===== src/rtl/lc3_pkg.sv =====
// lc3_pkg: shared widths and memory-interface FSM states for the LC-3 datapath slice.
package lc3_pkg;
  localparam int LC3_DATA_W = 16;
  localparam int LC3_MEM_ADDR_W = 7;
  typedef enum logic [2:0] {IDLE, RD_REQ, RD_CAP, WR_REQ, DONE} lc3_state_e;
endpackage


===== src/rtl/lc3_wait_cnt.sv =====
// lc3_wait_cnt: loadable saturating down-counter with a zero flag.
module lc3_wait_cnt #(
  parameter int W = 4
) (
  input  logic         clk,
  input  logic         rst,
  input  logic         load_i,
  input  logic         dec_i,
  input  logic [W-1:0] load_val_i,
  output logic [W-1:0] cnt_o,
  output logic         zero_o
);
  logic [W-1:0] cnt_q, cnt_d;
  always_comb cnt_d = load_i ? load_val_i : (dec_i && cnt_q != '0) ? cnt_q - 1'b1 : cnt_q;
  always_ff @(posedge clk) cnt_q <= rst ? '0 : cnt_d;
  assign cnt_o  = cnt_q;
  assign zero_o = (cnt_q == '0);
endmodule


===== src/rtl/lc3_mem_ctrl.sv =====
// lc3_mem_ctrl: MAR/MDR stage sequencing read/write strobes into synchronous memory.
module lc3_mem_ctrl
  import lc3_pkg::*;
#(
  parameter int DATA_W      = LC3_DATA_W,
  parameter int ADDR_W      = LC3_MEM_ADDR_W,
  parameter int WAIT_STATES = 0
) (
  input  logic              clk,
  input  logic              rst,
  input  logic [DATA_W-1:0] bus_in,
  input  logic              ld_mar,
  input  logic              ld_mdr,
  input  logic              mio_en,
  input  logic              r_w,
  output logic [DATA_W-1:0] mar_out,
  output logic [DATA_W-1:0] mdr_out,
  output logic              mem_ready,
  output logic              addr_fault,
  output logic              mem_re,
  output logic              mem_we,
  output logic [ADDR_W-1:0] mem_raddr,
  output logic [ADDR_W-1:0] mem_waddr,
  output logic [DATA_W-1:0] mem_d,
  input  logic [DATA_W-1:0] mem_q
);
  localparam int CW = 4;
  localparam logic [CW-1:0] WS = CW'(WAIT_STATES);
  lc3_state_e state_q, state_d;
  logic [DATA_W-1:0] mar_q, mar_d, mdr_q, mdr_d;
  logic req_ld_q, req_ld_d, fault_q, fault_d;
  logic cnt_load, cnt_dec, cnt_zero, hi_bits;
  logic [CW-1:0] cnt;
  lc3_wait_cnt #(.W(CW)) u_cnt (
    .clk(clk), .rst(rst), .load_i(cnt_load), .dec_i(cnt_dec),
    .load_val_i(WS), .cnt_o(cnt), .zero_o(cnt_zero)
  );
  assign hi_bits = (mar_q[DATA_W-1:ADDR_W] != '0);
  always_comb begin
    state_d  = state_q;
    mar_d    = mar_q;
    mdr_d    = mdr_q;
    req_ld_d = req_ld_q;
    fault_d  = fault_q;
    cnt_load = 1'b0;
    cnt_dec  = 1'b0;
    if ((state_q == IDLE || state_q == DONE) && !mio_en) begin
      mar_d = ld_mar ? bus_in : mar_q;
      mdr_d = ld_mdr ? bus_in : mdr_q;
    end
    case (state_q)
      IDLE: if (mio_en) begin
        req_ld_d = ld_mdr;
        fault_d  = hi_bits;
        cnt_load = 1'b1;
        state_d  = hi_bits ? DONE : r_w ? WR_REQ : RD_REQ;
        // a faulting load still delivers a defined value to MDR
        if (hi_bits && !r_w && ld_mdr) mdr_d = '0;
      end
      RD_REQ: begin
        cnt_dec = 1'b1;
        state_d = cnt_zero ? RD_CAP : RD_REQ;
      end
      RD_CAP: begin
        mdr_d   = req_ld_q ? mem_q : mdr_q;
        state_d = DONE;
      end
      WR_REQ: begin
        cnt_dec = 1'b1;
        state_d = cnt_zero ? DONE : WR_REQ;
      end
      DONE:    state_d = mio_en ? DONE : IDLE;
      default: state_d = IDLE;
    endcase
  end
  always_ff @(posedge clk) begin
    if (rst) begin
      state_q  <= IDLE;
      mar_q    <= '0;
      mdr_q    <= '0;
      req_ld_q <= 1'b0;
      fault_q  <= 1'b0;
    end else begin
      state_q  <= state_d;
      mar_q    <= mar_d;
      mdr_q    <= mdr_d;
      req_ld_q <= req_ld_d;
      fault_q  <= fault_d;
    end
  end
  assign mem_re     = (state_q == RD_REQ);
  // the counter still holds its load value only during the first write cycle
  assign mem_we     = (state_q == WR_REQ) && (cnt == WS);
  assign mem_ready  = (state_q == DONE);
  assign addr_fault = fault_q;
  assign mar_out    = mar_q;
  assign mdr_out    = mdr_q;
  assign mem_raddr  = mar_q[ADDR_W-1:0];
  assign mem_waddr  = mar_q[ADDR_W-1:0];
  assign mem_d      = mdr_q;
endmodule

===== config.mk =====
export PLATFORM = sky130hd
export DESIGN_NAME = lc3_mem_ctrl
export DESIGN_NICKNAME = d
export VERILOG_FILES = /design/src/rtl/lc3_pkg.sv /design/src/rtl/lc3_wait_cnt.sv /design/src/rtl/lc3_mem_ctrl.sv
export SDC_FILE = /design/constraint.sdc
export NUM_CORES = 1
export LEC_CHECK = 0
export CAP_MARGIN = 15
export CELL_PAD_IN_SITES_DETAIL_PLACEMENT = 2
export CELL_PAD_IN_SITES_GLOBAL_PLACEMENT = 2
export CORE_MARGIN = 3
export CORE_UTILIZATION = 24
export CTS_CLUSTER_DIAMETER = 50
export CTS_CLUSTER_SIZE = 16
export DETAILED_ROUTE_END_ITERATION = 10
export PLACE_DENSITY_LB_ADDON = 0.1
export SETUP_SLACK_MARGIN = 0.3
export SYNTH_ARGS = -nofsm -noshare
export SYNTH_HDL_FRONTEND = slang
export SYNTH_SLANG_ARGS = --single-unit

===== constraint.sdc =====
create_clock -name clk -period 3 [get_ports clk]
set_clock_uncertainty 0.15 [all_clocks]
set_input_delay 0.45 -clock clk [delete_from_list [all_inputs] [get_ports clk]]
set_output_delay 0.45 -clock clk [all_outputs]
set_load 0.03 [all_outputs]

# == Word level (Yosys, flattened, before mapping) ==
# Cells that the tools add are included.
# word_totals
regBits,41
in_bits,38
output_inout_bits,66
# classes
addsub,1
n_eq_ne,6
n_mux,16
reduce_logical,16
# op_table
op,n
$mux W16,5
$pmux W16 S2,1
$pmux W3 S5,1
$mux W3,4
$reduce_bool A9 Y1,1
$eq A3 B2 Y1 const B,2
$logic_and A1 B1 Y1,5
$logic_not A4 Y1,1
$mux W2,2
$ne A2 B2 Y1 const B,2
$reduce_and A2 Y1,2
$reduce_bool A4 Y1,1
$reduce_or A2 Y1,2
$sub A4 B1 Y4 const B,1
$eq A3 B1 Y1 const B,1
$eq A3 B3 Y1 const B,1
$logic_not A3 Y1,1
$mux W1,3
$logic_not A1 Y1,2
$logic_or A1 B1 Y1,1

# == Depth between registers and ports, before layout ==
# Gate-level depths: netlist of run 1.
# logic_depth
ltp_word,7
depth_mapped,7

# == By module ==
# From an unflattened synthesis of run 1, not the netlist that was laid out.
# unflattened
cells_unflattened,283
area_unflattened_um2,2368.5
# by_module_without_submodules
mod,instances,cells_per_inst,area_each_um2
lc3_mem_ctrl,1,254,2102.0
lc3_wait_cnt,1,29,266.5

# == Worst setup path after synthesis of run 1 ==
# Ideal clock, no wire load.
# synth_path
kind,flip-flop to output port
startpoint,register state_q[1]
endpoint,output mem_ready
t_arrival_ns,1.422
t_required_ns,2.400
path_slack_ns,0.978
stages_incl_launch_ff,4
path_buffers,2
path_cell_list,dfxtp_1 > buf_2 > buf_1 > nor3b_1
# synth_via
elab_chain_len,1
# synth_lines
element,line_no,text
start: declaration,lc3_mem_ctrl.sv:29,"lc3_state_e state_q, state_d;"
start signal: assignment,lc3_mem_ctrl.sv:84,state_q <= state_d;
$eq A3 B3 Y1,lc3_mem_ctrl.sv:94,assign mem_ready = (state_q == DONE);
end: declaration,lc3_mem_ctrl.sv:18,"output logic mem_ready,"
# No other way between the ends.

# == Worst setup path in the final report of run 1 ==
# Same ends and word-level chain as after synthesis.

==> out/summary.txt, run 1 <==
Crit path largest cell delay: 0.73 ns
CTS clk-pin slew, worst paths: 0.08 ns
CP max stage cell: clkdlybuf4s50_1
htree depth: 2
Mean Syn Cell Area: 7.719 µm²
RSZ-0062 raised after global routing: no
first-pass GRT wire length: 14700 µm
Fin Setup TNS: 0 ns
final RePlAce weighted congestion: 0.7285
die height: 106.3 µm
worst setup margin: 0.5402 ns
Worst setup SP type: flop
mapped cell area: 2416 µm²
I/O Pins: 104
r2r setup slk: 0.74 ns
Hold Violations, Final: 0
critical path type: reg -> out
Async SR Flop Fraction: 0%
Critical path buffers and inverters: 1
initial antenna violation count: 0
Syn Inst Count: 313
Vias/cell: 4.801
Power Density: 807.2 nW/µm²
vias in the first global route: 2631
Port Buffers: 103
CTS tree: yes
Worst-Skew Late Latency: 0.29 ns
area growth from synthesis to layout: 41.48%
Hold Crit Class: reg -> reg
clock power share: 13.7%
worst reg2reg path depth: 4
grt ovf: 0
Final #Nets: 418
deepest clock path buffer count: 2
status: finished clean
final WL: 9165 µm
Post-CTS Setup Bufs: 0
maximum clock frequency: 406.5 MHz
Tot GR Track Use: 16.32%
peak supply drop: 295.1 µV
DPL Wire Length: 6610 µm
fin crit share: 81.99%
largest net degree at the start of global routing: 28
Root Driver: clkbuf_8
row cnt: 35
Flop pwr share: 29.4%
fraction of layout cells with a size suffix above 1: 7.652%
CTS Buf Count: 5
number of clock sinks: 41
Crit. End Element: output port
flops & latches, synth: 41
NetSw: 1.304 mW
Netlist cell types: 36
Critical Path RT: 2.40 ns
Critical Path Fanout Max: 13
Starting Density: 25.42%
Ys Warns: 0
ANT cells: 0
chip width: 106.3 µm
Synth Net Count: 352
WHS: 0.3365 ns
WL per Instance: 18.04 µm
Sw Ratio: 47.26%
Comb power frac: 56.9%
Max-cap violations: 0
Main synth FF type: dfxtp_1
hold depth: 2
post-route ant nets: 0
Final Setup Violations: 0
number of flops mapped to enable cells by yosys: 0
Min-Delay Endpoint: mar_out[8]
1st-iter DRT viols: 82
Core Box Area: 9503 µm²
worst r2r src: state_q[1]
Slew HR: 37.39%
drt first pass iters: 4
worst slack at placement: 0.6152 ns
RR Endpoint: mdr_out[0]
fin crit period: 2.460 ns
WP data arrival: 1.86 ns
LEAKAGE: 1.326 nW
Worst-Margin Slew: 0.9392 ns
fin. max-slew vios: 0
Internal Power: 1.455 mW
DR vias: 2439
Die Area: 11310 µm²
sequential fraction of the synthesis area: 33.97%
Hold Crit Start: mar_out[8]
top cell family by delay on the critical path: buffers and inverters
DRC viols: 0
CP Cell Sequence: nor3b_1 -> clkdlybuf4s50_1
[power by group through the flow]
stage / Combinational [mW] / Sequential, mW / Clock [mW]
after floorplan: 0.937 / 0.935 / 0
after global placement: 1.57 / 0.821 / 0
after detailed placement: 1.58 / 0.826 / 0
after CTS: 1.59 / 0.816 / 0.396
after global routing: 1.71 / 0.834 / 0.420
final: 1.57 / 0.811 / 0.379
[metrics by stage]
step	cell area, µm²	power [mW]	instances	util (%)
global route	3418	2.968	508	35.97
detailed placement	3329	2.410	501	35.04
finish	3418	2.759	508	35.97
floorplan	2416	1.872	313	-
global placement	3329	2.387	501	35.04
CTS	3416	2.804	508	35.94
[registers in the layout, summed over array words and instances, names as in the netlist]
register / flops
mar_out: 16
mdr_out: 16
u_cnt.cnt_o: 4
state_q: 3
addr_fault: 1
req_ld_q: 1
[kinds of logic (layout without fill, tap and decap cells)]
kind of cell             Yosys count  count (layout)  share of synthesized area, %
AO/OA/AOI/OAI                     57              57                         14.71
AND/OR/NAND/NOR                  139             139                         27.60
buffers and inverters             55             121                         15.12
adder cells (fa/ha/maj)            1               1                        0.5178
XOR/XNOR                           4               4                         1.450
multiplexers                      16              16                         6.629
flip-flops                        41              41                         33.97
[synth_stat cells, types with 2 or more instances]
cell type	n	area [µm²]
a21oi_1	21	105.1
nand2b_1	3	18.77
inv_1	4	15.01
nor2_2	10	62.56
o21ai_0	16	80.08
buf_1	2	7.510
a211oi_1	2	15.01
buf_4	33	247.7
clkbuf_1	8	30.03
xor2_1	2	17.52
o21bai_1	2	15.01
nor3_1	4	20.02
dfxtp_1	41	820.8
mux2i_1	16	160.2
nor3b_1	2	15.01
buf_2	4	20.02
xnor2_1	2	17.52
nor2_1	34	127.6
and3_1	17	106.4
nand3_1	3	15.01
o2111ai_1	16	140.1
buf_6	4	45.04
nand2_1	54	202.7
[worst max path at each step]
stage	startpoint	endpoint	slack [ns]	cells past startpoint
after floorplan	state_q[1]	mem_ready	0.98	3
after global placement	mio_en	mdr_out[1]	0.67	6
after detailed placement	mio_en	mdr_out[13]	0.62	6
after CTS	state_q[0]	mem_we	0.34	3
after global routing	state_q[2]	mem_ready	0.40	2
final	state_q[1]	mem_ready	0.54	2
[cell usage in the layout, fill, tap and decap left out, types with 3 or more instances in the layout]
cell / n
clkbuf_8: 6
mux2i_1: 16
nand3_1: 3
o21ai_0: 16
dfxtp_1: 41
nand2b_1: 3
nor3_1: 4
nor2_2: 10
clkdlybuf4s50_1: 102
nor2_1: 34
buf_4: 6
nand2_1: 54
and3_1: 17
inv_1: 4
a21oi_1: 21
o2111ai_1: 16
[layout make-up]
class	count	area, µm²
multi-input combinational	217	1236
inverter	4	15.01
fill	1118	6085
timing repair buffer	110	1099
sequential	41	820.8
tap	129	161.4
clock buffer	7	86.33
[per-layer routing]
metal | share of wire, % | track usage [%]
met1 | 47 | 21.65
met2 | 48 | 27.96
met3 | 4.6 | 3.097
met4 | 0.58 | 2.498
met5 | 0 | 0
[tightest hold or removal path, cell delays in order (launching register included)]
cell,delay (ns)
dfxtp_1,0.33
nand2_1,0.06
a21oi_1,0.06
[timing repair]
item	4_1_cts	5_1_grt
gates resized for setup	0	1
hold buffers	0	0
setup endpoints to repair	0	1
Note: power is estimated with default switching activity, not from simulation.
==> run 2: changes to the inputs <==
Settings changed: CORE_UTILIZATION 24 to 20.
Clock period 3 ns to 2.25 ns, I/O delays scaled along.
==> run 2 against run 1 <==
Routed wire length grew 2.3%. First-iteration DRC count down 16%. Count of clock-buffer cells in the layout rose by 1. Critical path type unchanged.
==> out/summary.txt, run 2 (same netlist as run 1, synthesis figures left out) <==
fin. max-slew vios: 0
worst reg2reg path depth: 6
Final Setup Violations: 0
Fin Setup TNS: 0 ns
final WL: 9374 µm
number of clock sinks: 41
critical path type: reg -> out
r2r setup slk: 0.41 ns
placed insts: 527
placed standard-cell area: 3481 µm²
NetSw: 1.812 mW
DRC viols: 0
initial antenna violation count: 0
Hold Crit Start: mar_out[1]
Internal Power: 2.225 mW
top cell family by delay on the critical path: buffers and inverters
Core Box Area: 11610 µm²
commonest cells after routing, fill and taps aside: clkdlybuf4s50_1 (93), nand2_1 (54), dfxtp_1 (39)
vias in the first global route: 2611
ANT cells: 0
Critical Path RT: 1.76 ns
RR Endpoint: mdr_out[10]
fin crit share: 84.36%
post-layout instance area: 3660 µm²
fill count: 1369
I/O Pins: 104
worst setup margin: 0.3518 ns
Slew HR: 64.44%
htree depth: 2
final RePlAce weighted congestion: 0.7133
status: finished clean
Max-cap violations: 0
Sw Ratio: 44.89%
largest net degree at the start of global routing: 37
Post-CTS Setup Bufs: 0
post-route ant nets: 0
met1 usage: 18.19%
Starting Density: 20.80%
deepest clock path buffer count: 2
Hold Violations, Final: 0
met2 Use GR: 23.71%
worst slack at placement: 0.1075 ns
Hold Crit Class: reg -> reg
area growth from synthesis to layout: 51.48%
Cell Count, Final, Fillers Out: 535
Critical Path Fanout Max: 4
grt ovf: 0
Worst setup SP type: flop
die height: 115.9 µm
first-pass GRT wire length: 14350 µm
LEAKAGE: 1.536 nW
Power Density: 1103 nW/µm²
Crit path largest cell delay: 0.71 ns
CTS tree: yes
DPL Wire Length: 6742 µm
Critical path buffers and inverters: 1
Min-Delay Endpoint: mar_out[1]
RSZ-0062 raised after global routing: no
Final #Nets: 430
clock power share: 17.8%
CP max stage cell: clkdlybuf4s50_1
Crit. End Element: output port
fin crit period: 1.898 ns
# hold bufs at CTS: 0
WL per Instance: 17.52 µm
Comb power frac: 56.1%
Flop pwr share: 26.1%
DR vias: 2473
peak supply drop: 343.5 µV
1st-iter DRT viols: 69
Root Driver: clkbuf_16
maximum clock frequency: 526.8 MHz
global-route layer with the greatest usage: met2
Worst-Skew Late Latency: 0.28 ns
CTS clk-pin slew, worst paths: 0.06 ns
Worst-Margin Slew: 0.5329 ns
hold depth: 2
grt met3 use: 2.715%
chip width: 115.9 µm
drt first pass iters: 4
commonest non-fill, non-tap cell in the layout: clkdlybuf4s50_1
Die Area: 13440 µm²
Tot GR Track Use: 13.89%
row cnt: 39
Vias/cell: 4.622
final core utilization: 31.51%
fraction of layout cells with a size suffix above 1: 12.24%
cts repair resizes: 5
CTS Buf Count: 5
WP data arrival: 1.41 ns
worst r2r src: state_q[0]
Port Buffers: 103
CP Cell Sequence: clkdlybuf4s50_1
run 2: cell types whose count changed in the layout (fill, tap and decap cells not counted), moves of 3 or more:
| cell | before | now |
|---|---|---|
| buf_4 | 6 | 16 |
| clkdlybuf4s50_1 | 102 | 93 |
| clkbuf_8 | 6 | 0 |
| clkbuf_16 | 0 | 5 |
| dlymetal6s2s_1 | 1 | 6 |
| buf_12 | 1 | 4 |
| dlygate4sd2_1 | 0 | 3 |
run 2: layout make-up:
type                            count  area, µm²  area share [%]
Clock buffer                        8      136.4           3.727
Inverter                            4      15.01          0.4103
Multi-Input combinational cell    217       1274           34.80
Sequential cell                    41      823.3           22.50
Tap cell                          143      178.9           4.889
Timing Repair Buffer              122       1232           33.68
run 2: routing by layer:
layer  part of all wire, %  vias up
met4                  0.79        0
li1                      -     1192
met2                    48       71
met5                     0        -
met1                    47     1205
met3                   4.2        5
run 2: how the worst max path moves through the flow:
| stage | from | endpoint | cells after the start |
|---|---|---|---|
| after CTS | u_cnt.cnt_o[0] | mem_we | 5 |
| after floorplan | mar_out[15] | mdr_out[8] | 5 |
| after global placement | ld_mdr | mdr_out[11] | 6 |
| final | mdr_out[8] | mem_d[8] | 1 |
| after detailed placement | ld_mdr | mdr_out[6] | 6 |
| after global routing | u_cnt.cnt_o[0] | mem_we | 5 |
run 2: worst min-delay path, stage by stage (launching register included):
cell and delay, ns:
dfxtp_1 0.33, nand2_1 0.06, a21oi_1 0.05
run 2: per-stage QoR:
stage	hold slack, ns	total power [mW]
after CTS	0.3405	4.114
final	0.3360	4.037
after global routing	0.3636	4.320
after floorplan	0.2958	2.500
after detailed placement	0.3303	3.379
after global placement	0.3106	3.345
run 2: power by group through the flow:
stage               Sequential, mW  Combinational (mW)  Clock, mW
floorplan                     1.25                1.25          0
global placement              1.06                2.28          0
detailed placement            1.07                2.31          0
CTS                           1.06                2.31      0.747
global route                  1.09                2.46      0.777
finish                        1.05                2.27      0.718
==> run 3: changes to the inputs <==
Clock period 2.25 ns to 1.7 ns, I/O delays scaled along.
==> run 3 against run 2 <==
The flow now finishes with violations (setup timing). Via count rose by 8.0%. Sequential power rose by 40%. Sequential cell count did not move. Core utilization rose by 6.1 points. Die area did not move. Critical path depth rose by 3. Largest power group unchanged.
==> out/summary.txt, run 3 (same netlist as run 1, synthesis figures left out) <==
Crit. End Element: output port
die height: 115.9 µm
Power Total: 6.477 mW
commonest cells after routing, fill and taps aside: buf_2 (58), clkdlybuf4s50_1 (35), nor2_1 (26), dfxtp_1 (26), buf_4 (24)
final WL: 11100 µm
grt ovf: 0
I/O Pins: 104
peak supply drop: 503.7 µV
Max-cap violations: 0
area growth from synthesis to layout: 80.63%
DRC viols: 0
largest net degree at the start of global routing: 25
final core utilization: 37.58%
number of clock sinks: 41
Slew HR: 61.41%
CTS Buf Count: 5
CTS tree: yes
Root Driver: clkbuf_16
hold depth: 2
CTS clk-pin slew, worst paths: 0.07 ns
post-route ant nets: 0
row cnt: 39
Hold Crit Class: reg -> reg
failing checks: setup timing
Vias/cell: 4.676
Worst-Margin Slew: 0.5783 ns
deepest clock path buffer count: 2
first-pass GRT wire length: 16730 µm
Worst-Skew Late Latency: 0.29 ns
vias in the first global route: 2873
Critical Path Fanout Max: 5
WL per Instance: 19.44 µm
final RePlAce weighted congestion: 0.7251
worst reg2reg path depth: 5
worst setup margin: -0.02269 ns
Cell Count, Final, Fillers Out: 571
status: complete, but fails checks
commonest non-fill, non-tap cell in the layout: buf_2
DPL Wire Length: 7382 µm
ANT cells: 0
fin. max-slew vios: 0
Hold Violations, Final: 0
Port Buffers: 103
maximum clock frequency: 580.5 MHz
initial antenna violation count: 0
WP data arrival: 1.32 ns
Die Area: 13440 µm²
DR vias: 2670
Critical Path RT: 1.29 ns
Core Box Area: 11610 µm²
Tot GR Track Use: 16.16%
htree depth: 2
placed insts: 540
Final Setup Violations: 4
LEAKAGE: 1.951 nW
fraction of layout cells with a size suffix above 1: 57.94%
1st-iter DRT viols: 96
Power Density: 1484 nW/µm²
Starting Density: 20.80%
critical path type: reg -> out
Final #Nets: 466
Worst setup SP type: flop
drt first pass iters: 4
RSZ-0062 raised after global routing: yes
fin crit period: 1.723 ns
fin crit share: 101.3%
chip width: 115.9 µm
run 3: per-stage QoR:
step / hold WS, ns / setup slack (ns) / instance area (µm²) / TNS [ns]
after floorplan: 0.2303 / 0.004698 / 2529 / 0
after global placement: 0.3065 / -0.3227 / 3650 / -6.888
after detailed placement: 0.3291 / -0.4319 / 3650 / -8.508
after CTS: 0.3449 / -0.02725 / 4237 / -0.02725
after global routing: 0.3581 / -0.1017 / 4364 / -0.7078
final: 0.3264 / -0.02269 / 4364 / -0.04609
run 3: worst paths after layout:
path                                     to  slack (ns)         from
worst min-delay path            mar_out[11]        0.33  mar_out[11]
worst max register to register   mdr_out[9]       -0.01   state_q[1]
worst min register to register  mar_out[11]        0.33  mar_out[11]
worst max-delay path                 mem_we       -0.02   state_q[0]
run 3: metal layers:
| layer | GRT usage (%) | wire (µm) |
|---|---|---|
| met1 | 21.24 | 5007 |
| met2 | 28.23 | 5586 |
| met3 | 2.507 | 402 |
| met4 | 3.016 | 106 |
| met5 | 0 | 0 |
run 3: critical path: stages (launching register included):
cell and delay, ns:
dfxtp_4 0.40, buf_6 0.14, nor2b_2 0.17, and3_4 0.20, buf_6 0.12
run 3: timing repair:
| item | in CTS | in global routing |
|---|---|---|
| pin swaps | 34 | 37 |
| buffers inserted | 14 | 5 |
| endpoints found under the setup margin | 106 | 75 |
| hold buffers | 0 | 0 |
| gates cloned | 3 | 1 |
| gates resized for setup | 380 | 119 |
run 3: final cells by class:
| cell class | instances | area, µm² |
|---|---|---|
| clock buffer | 6 | 128.9 |
| clock inverter | 2 | 15.01 |
| fill | 1293 | 7249 |
| inverter | 4 | 15.01 |
| multi-input combinational | 217 | 1807 |
| sequential | 41 | 852.1 |
| tap | 143 | 178.9 |
| timing repair buffer | 158 | 1368 |
run 3: where the power goes:
part           internal (mW)  switching, mW
clock                  0.546          0.436
combinational           1.72           2.30
sequential              1.18          0.287
